===== src/rtl/uart_cmd_decoder.sv =====
// ============================================================================
// Module   : uart_cmd_decoder
// Brief    : Frames code/address UART bytes into a validated command with
//            valid/ready output and coded error pulses.
// Revision : 1.0 - initial release
// ============================================================================
`default_nettype none

module uart_cmd_decoder #(
    parameter logic [7:0] MAX_CODE       = 8'h06,
    parameter logic [7:0] MAX_ADDR       = 8'd31,
    parameter int         TIMEOUT_CYCLES = 1600
) (
    input  logic       clk,
    input  logic       rst_n,
    input  logic [7:0] rx_data,
    input  logic       rx_done,
    input  logic       rx_err,
    input  logic       cmd_ready,
    output logic       cmd_valid,
    output logic [7:0] cmd_code,
    output logic [7:0] cmd_addr,
    output logic       busy,
    output logic       err,
    output logic [2:0] err_code
);

    localparam int c_CNT_W = $clog2(TIMEOUT_CYCLES);

    localparam logic [c_CNT_W-1:0] c_CNT_LAST = c_CNT_W'(TIMEOUT_CYCLES - 1);
    localparam logic [c_CNT_W-1:0] c_CNT_MAX  = '1;

    localparam logic [1:0] c_WAIT_CODE = 2'd0;
    localparam logic [1:0] c_WAIT_ADDR = 2'd1;
    localparam logic [1:0] c_HOLD      = 2'd2;

    localparam logic [2:0] c_ERR_NONE     = 3'b000;
    localparam logic [2:0] c_ERR_RX       = 3'b001;
    localparam logic [2:0] c_ERR_BAD_CODE = 3'b010;
    localparam logic [2:0] c_ERR_BAD_ADDR = 3'b011;
    localparam logic [2:0] c_ERR_TIMEOUT  = 3'b100;
    localparam logic [2:0] c_ERR_OVERFLOW = 3'b101;

    logic [1:0]         r_state;
    logic [1:0]         w_state_next;
    logic               r_rx_err_q;
    logic [c_CNT_W-1:0] r_cnt;
    logic [7:0]         r_code;
    logic               r_cmd_valid;
    logic [7:0]         r_cmd_code;
    logic [7:0]         r_cmd_addr;
    logic               r_busy;
    logic               r_err;
    logic [2:0]         r_err_code;

    logic       w_err_rise;
    logic       w_handshake;
    logic       w_code_ok;
    logic       w_addr_ok;
    logic       w_timeout;
    logic       w_err_fire;
    logic [2:0] w_err_cause;
    logic       w_latch_code;
    logic       w_load_cmd;

    assign w_err_rise  = rx_err & ~r_rx_err_q;
    assign w_handshake = r_cmd_valid & cmd_ready;
    assign w_code_ok   = (rx_data <= MAX_CODE);
    assign w_addr_ok   = (rx_data <= MAX_ADDR);
    assign w_timeout   = (r_cnt == c_CNT_LAST);

    always_ff @(posedge clk or negedge rst_n) begin
        if (!rst_n) begin
            r_state <= c_WAIT_CODE;
        end else begin
            r_state <= w_state_next;
        end
    end

    always_comb begin
        w_state_next = r_state;
        case (r_state)
            c_WAIT_CODE: begin
                if (!w_err_rise && rx_done && w_code_ok) begin
                    w_state_next = c_WAIT_ADDR;
                end
            end
            c_WAIT_ADDR: begin
                if (w_err_rise) begin
                    w_state_next = c_WAIT_CODE;
                end else if (rx_done) begin
                    w_state_next = w_addr_ok ? c_HOLD : c_WAIT_CODE;
                end else if (w_timeout) begin
                    w_state_next = c_WAIT_CODE;
                end
            end
            c_HOLD: begin
                // A byte arriving with the handshake starts the next frame.
                if (w_handshake) begin
                    w_state_next = (!w_err_rise && rx_done && w_code_ok) ? c_WAIT_ADDR
                                                                        : c_WAIT_CODE;
                end
            end
            default: w_state_next = c_WAIT_CODE;
        endcase
    end

    always_comb begin
        w_err_fire   = 1'b0;
        w_err_cause  = c_ERR_NONE;
        w_latch_code = 1'b0;
        w_load_cmd   = 1'b0;
        if (w_err_rise) begin
            w_err_fire  = 1'b1;
            w_err_cause = c_ERR_RX;
        end else begin
            case (r_state)
                c_WAIT_CODE: begin
                    if (rx_done) begin
                        if (w_code_ok) begin
                            w_latch_code = 1'b1;
                        end else begin
                            w_err_fire  = 1'b1;
                            w_err_cause = c_ERR_BAD_CODE;
                        end
                    end
                end
                c_WAIT_ADDR: begin
                    if (rx_done) begin
                        if (w_addr_ok) begin
                            w_load_cmd = 1'b1;
                        end else begin
                            w_err_fire  = 1'b1;
                            w_err_cause = c_ERR_BAD_ADDR;
                        end
                    end else if (w_timeout) begin
                        w_err_fire  = 1'b1;
                        w_err_cause = c_ERR_TIMEOUT;
                    end
                end
                c_HOLD: begin
                    if (rx_done) begin
                        if (!w_handshake) begin
                            w_err_fire  = 1'b1;
                            w_err_cause = c_ERR_OVERFLOW;
                        end else if (w_code_ok) begin
                            w_latch_code = 1'b1;
                        end else begin
                            w_err_fire  = 1'b1;
                            w_err_cause = c_ERR_BAD_CODE;
                        end
                    end
                end
                default: ;
            endcase
        end
    end

    always_ff @(posedge clk or negedge rst_n) begin
        if (!rst_n) begin
            r_rx_err_q  <= 1'b0;
            r_cnt       <= '0;
            r_code      <= 8'h00;
            r_cmd_valid <= 1'b0;
            r_cmd_code  <= 8'h00;
            r_cmd_addr  <= 8'h00;
            r_busy      <= 1'b0;
            r_err       <= 1'b0;
            r_err_code  <= c_ERR_NONE;
        end else begin
            r_rx_err_q <= rx_err;
            r_busy     <= (w_state_next != c_WAIT_CODE);
            r_err      <= w_err_fire;
            if (w_err_fire) begin
                r_err_code <= w_err_cause;
            end
            if (w_latch_code) begin
                r_code <= rx_data;
            end
            // Saturating counter, restarted on every entry to WAIT_ADDR.
            if (w_latch_code) begin
                r_cnt <= '0;
            end else if (r_state == c_WAIT_ADDR && r_cnt != c_CNT_MAX) begin
                r_cnt <= r_cnt + c_CNT_W'(1);
            end
            if (w_load_cmd) begin
                r_cmd_valid <= 1'b1;
                r_cmd_code  <= r_code;
                r_cmd_addr  <= rx_data;
            end else if (w_handshake) begin
                r_cmd_valid <= 1'b0;
            end
        end
    end

    assign cmd_valid = r_cmd_valid;
    assign cmd_code  = r_cmd_code;
    assign cmd_addr  = r_cmd_addr;
    assign busy      = r_busy;
    assign err       = r_err;
    assign err_code  = r_err_code;

endmodule

`default_nettype wire


===== config.mk =====
export PLATFORM = sky130hd
export DESIGN_NAME = uart_cmd_decoder
export DESIGN_NICKNAME = d
export VERILOG_FILES = /design/src/rtl/uart_cmd_decoder.sv
export SDC_FILE = /design/constraint.sdc
export NUM_CORES = 1
export LEC_CHECK = 0
export BUFFER_PORTS_ARGS = -buffer_cell sky130_fd_sc_hd__buf_2
export CAP_MARGIN = 10
export CORE_UTILIZATION = 54
export DETAILED_ROUTE_END_ITERATION = 10
export GPL_TIMING_DRIVEN = 1
export PLACE_DENSITY = 0.78
export SLEW_MARGIN = 20
export SYNTH_ARGS = -nofsm -noshare
export SYNTH_HDL_FRONTEND = slang
export SYNTH_SLANG_ARGS = --single-unit

===== constraint.sdc =====
create_clock -name clk -period 2.2 [get_ports clk]
set_input_delay 0.11 -clock clk [delete_from_list [all_inputs] [get_ports clk]]
set_output_delay 0.11 -clock clk [all_outputs]
set_load 0.01 [all_outputs]

; ---- Yosys cells after proc, flatten, opt, wreduce, memory -nomap -nowiden
; Cells that the tools add are included.
[op_classes]
muxes = 40
bitwise = 3
addsub = 1
order_cmp = 2
eq_ne = 4
reduce_logical = 8
[ops]
columns = cell, n
row1 = two-way mux 11 bit, 2
row2 = two-way mux 1 bit, 20
row3 = two-way mux 2 bit, 9
row4 = two-way mux 3 bit, 5
row5 = "adder 11 x 1 -> 11 bit, second input constant", 1
row6 = "== test 11 bit, second input constant", 1
row7 = "inequality test 11 bit, second input constant", 1
row8 = one-hot mux 3 bit (3 select lines), 1
row9 = "<= comparator 8 x 3 -> 1 bit, second input constant", 1
row10 = "<= comparator 8 x 5 -> 1 bit, second input constant", 1
row11 = one-hot mux 2 bit (3 select lines), 1
row12 = nonzero test 2 bit, 3
row13 = logical AND 1 bit, 3
row14 = one-hot mux 1 bit (3 select lines), 1
row15 = AND 1 bit, 2
row16 = "== test 2 x 1 -> 1 bit, second input constant", 1
row17 = "== test 2 bit, second input constant", 1
row18 = zero test 2 bit, 1
row19 = one-hot mux 1 bit (2 select lines), 1
row20 = zero test 1 bit, 1
row21 = NOT 1 bit, 1
[totals]
register_bits = 44
out_inout_bits = 22

; ---- Logic depth before layout (Yosys ltp)
[depth]
word_depth = 9
mapped_depth = 6
depth_no_buf = 5

; ---- Worst setup path after synthesis
; No wires, ideal clock.
[synth_timing]
path_type = register -> register
start = register r_cnt[0]
end = register r_cnt[7]
setup_slack_ps = 627
t_arrival_ps = 1495
n_path_buf = 0
stages_incl_launch_ff = 6
path_cell_list = dfrtp_1 > ha_1 > inv_1 > o41ai_4 > or4_1 > a21oi_1
[synth_between]
elab_chain_cells = 3
word_cells_on_any_way = 6
classes_between = add/sub (1) / eq/ne (1) / mux (2) / reduce/logical (2)
[synth_rtl]
columns = element, line
row1 = start: declaration, 47  ; logic [c_CNT_W-1:0] r_cnt;
row2 = start signal: assignment, 184  ; r_cnt <= r_cnt + c_CNT_W'(1);
row3 = adder 11 x 1 -> 11 bit or inequality test 11 bit (tied branches), "184, 183"
row4 = two-way mux 11 bit or logical AND 1 bit (tied branches), 183  ; end else if (r_state == c_WAIT_ADDR && r_cnt != c_CNT_MAX) begin
row5 = two-way mux 11 bit or nonzero test 2 bit (tied branches), n/a
; Several ways; a longest one is shown, not always the timed one. The select of a mux whose other input is x is not followed.
; A chain may end at the register's enable or synchronous reset.

; ---- Worst setup path in the final report
[layout_timing]
start = register r_cnt[0]
end = register r_cnt[4]
; Same word-level chain as after synthesis.

==> impl_metrics.tcl <==
set metrics [dict create \
    status "completed" \
    ys_ff_latch 44 \
    leakage_nw 1.14 \
    clockRootBuffer "clkbuf_4" \
    slew_viol_final 0 \
    synth_edf_count 0 \
    placed_cell_area_sq_mm 0.00214 \
    place_congestion 0.847 \
    grt_start_max_net_pins 45 \
    dieArea_sq_mm 0.00384 \
    ys_warn_count 0 \
    core-area_sq_mm 0.00339 \
    arrival_ns 2.18 \
    min_period_over_period 0.862 \
    maxSlewHeadroom 0.373 \
    fin_nets 213 \
    dp_hpwl_microns 2650 \
    r2r_slack_ns 0.30 \
    required_ns 2.48 \
    synthFlopType "dfrtp_1" \
    rr_startpoint "r_cnt[0]" \
    cp-startpoint "r_cnt[0]" \
    finalHoldViolations 0 \
    first_pass_iters 4 \
    port_buffers 34 \
    wire_per_inst_microns 15.0 \
    wl_met1_microns 1530 \
    holdPathEnd "cmd_addr[0]" \
    wl_met2_microns 1960 \
    die_h_microns 62.0 \
    syn_nets 169 \
    syn2layout_area_growth_pct 18.5 \
    cpLargestDelayFamily "compound AO/OA/AOI/OAI gates" \
    grt_pass1_vias 1316 \
    rsz0062_at_grt "false" \
    vias 1368 \
    num_antenna_cells 0 \
    grt-ovfl-total 0 \
    path_max_fanout 13 \
    syn_area_per_cell_sq_um 12.5 \
    crit_chain "ha_1 > inv_1 > o41ai_4 > o21ai_1 > a21oi_1" \
    clock_sinks 44 \
    num_rows 21 \
    tightest_slew_ns 0.940 \
    design_area_sq_mm 0.00230 \
    wl_microns 3700 \
    cp-start-kind "flop" \
    setup_violations 0 \
    synth_top_cell_by_area "dfrtp_1" \
    hp-start "rx_data[0]" \
    max_clock_freq_ghz 0.527 \
    first_iter_violations 121 \
    clk_pin_slew_worst_paths_ns 0.13 \
    antenna_found_initial 0 \
    pwr_density_cell_mw_per_mm2 823 \
    fin_crit_ns 1.90 \
    timing.setup.tns_ns 0 \
    ff2ff_path_depth 5 \
    cts_buffer_depth 2 \
    post-cts-setup-buffers 0 \
    initial_core_util 0.573 \
    syn_area_sq_mm 0.00194 \
    cts_buffers 5 \
    final_layout_size_suffix_gt1_frac 0.255 \
    r2r_end "r_cnt[4]" \
    viasPerCell 5.56 \
    fp.dieW_microns 62.0 \
    num_io_pins 35 \
    end_kind "flop" \
    p_total_mw 1.89 \
    synth-async-reset-ratio 1.00 \
    maxCapViolCount 0 \
    grt_pass1_wl_microns 6050 \
    clkLatencyLatePin_ns 0.35 \
    finalClockSkew_ns 0.00990 \
    met3_wirelength_microns 165 \
    synth.distinct_cells 47 \
    grt_usage 0.223 \
    cp_slowest_stage_delay_ns 0.72 \
    vdd_drop_max_mv 0.328 \
    syn-instance-count 155 \
    fin_hold_ws_ns 0.00788 \
    crit_buf_inv 1 \
    synth.area.top_cells "dfrtp_1 (57%), mux2_1 (9.3%), nor2b_1 (1.9%)" \
    drc_errors 0 \
    min_path_cells 2 \
    hold_path.class "input port to flop" \
    cts_tree "done" \
    slowest_stage "o41ai_4" \
    topRoutingLayerUsed "met4" \
    seq_area_frac_synth 0.567 \
    final_antenna_net_count 0 \
    htree_levels 2 \
    criticalPathCategory "flop to flop" \
    synth_top_area_share 0.567 \
]
==> area by class of cell <==
type | count | area [sq um]
multi-input combinational | 103 | 793
tap | 46 | 57.6
inverter | 3 | 11.3
timing repair buffer | 42 | 248
sequential | 44 | 1100
fill | 233 | 1090
clock buffer | 6 | 51.3
clock inverter | 2 | 38.8
==> registers in the layout, summed over array words and instances (netlist names) <==
name and cells:
busy 1, err 1, cmd_addr 8, err_code 3
r_code 8, r_rx_err_q 1, r_state 2, cmd_valid 1
r_cnt 11, cmd_code 8
==> cells in the final DEF (no fill, tap or decap), drive strengths merged, types with 4 or more instances in the layout <==
master / count
o21ai: 6
clkbuf: 6
nor3: 4
mux2: 16
nor2: 6
dfrtp: 44
and2: 5
nand2: 9
buf: 35
nand3: 4
dlygate4sd3: 7
a21oi: 7
nor2b: 6
==> repair_timing <==
item                       in CTS  in global routing
gates resized for setup         0                  0
hold buffers                    6                  1
hold endpoints to repair       49                  1
setup endpoints to repair       0                  0
==> routing by layer <==
| metal | global-route usage | up-vias |
|---|---|---|
| li1 | - | 655 |
| met1 | 0.277 | 673 |
| met2 | 0.388 | 36 |
| met3 | 0.0393 | 4 |
| met4 | 0.0857 | 0 |
| met5 | 0 | - |
==> metrics by stage <==
step | cells | utilization | worst slack [ns]
after CTS | 245 | 0.676 | 0.233
after global routing | 246 | 0.679 | 0.120
after floorplan | 155 | - | 0.627
after global placement | 231 | 0.632 | 0.439
final | 246 | 0.679 | 0.303
after detailed placement | 231 | 0.632 | 0.341
==> how the worst max path moves through the flow <==
stage | to | slack, ns | cells past startpoint
after floorplan | r_cnt[7] | 0.63 | 5
after global placement | r_cnt[1] | 0.44 | 5
after detailed placement | r_cnt[1] | 0.34 | 5
after CTS | busy | 0.23 | 7
after global routing | busy | 0.12 | 7
final | r_cnt[4] | 0.30 | 5
==> cell usage after synthesis, types with 2 or more instances <==
master and n:
or3_1 3, o21ai_1 4, nor3_1 2, o31ai_1 3, nand2_1 9, buf_4 2, a31oi_1 2, nor2b_1 6
a311o_1 2, inv_1 3, nand2b_1 3, nor2_1 6, or4_1 3, buf_2 2, dfrtp_1 44, and2_1 5
o21ai_0 2, a21oi_1 7, mux2_1 16, nand3_1 4
==> where the power goes <==
part           total, mW  leakage [nW]  internal (mW)  switching (mW)
clock              0.539        0.0484          0.272           0.267
combinational      0.330         0.515          0.131           0.199
sequential          1.03         0.574          0.909           0.116
==> logic make-up (layout without fill, tap and decap cells) <==
| group | Yosys count | in the layout | synth area share |
|---|---|---|---|
| buffers and inverters | 8 | 53 | 0.0245 |
| DFF | 44 | 44 | 0.567 |
| muxes | 17 | 17 | 0.0979 |
| AOI/OAI and AO/OA | 32 | 32 | 0.130 |
| xor gates and xnor gates | 2 | 2 | 0.00902 |
| adders and majority gates | 1 | 1 | 0.00644 |
| and+or+nand+nor | 51 | 51 | 0.166 |
(Power assumes the default switching activity.)
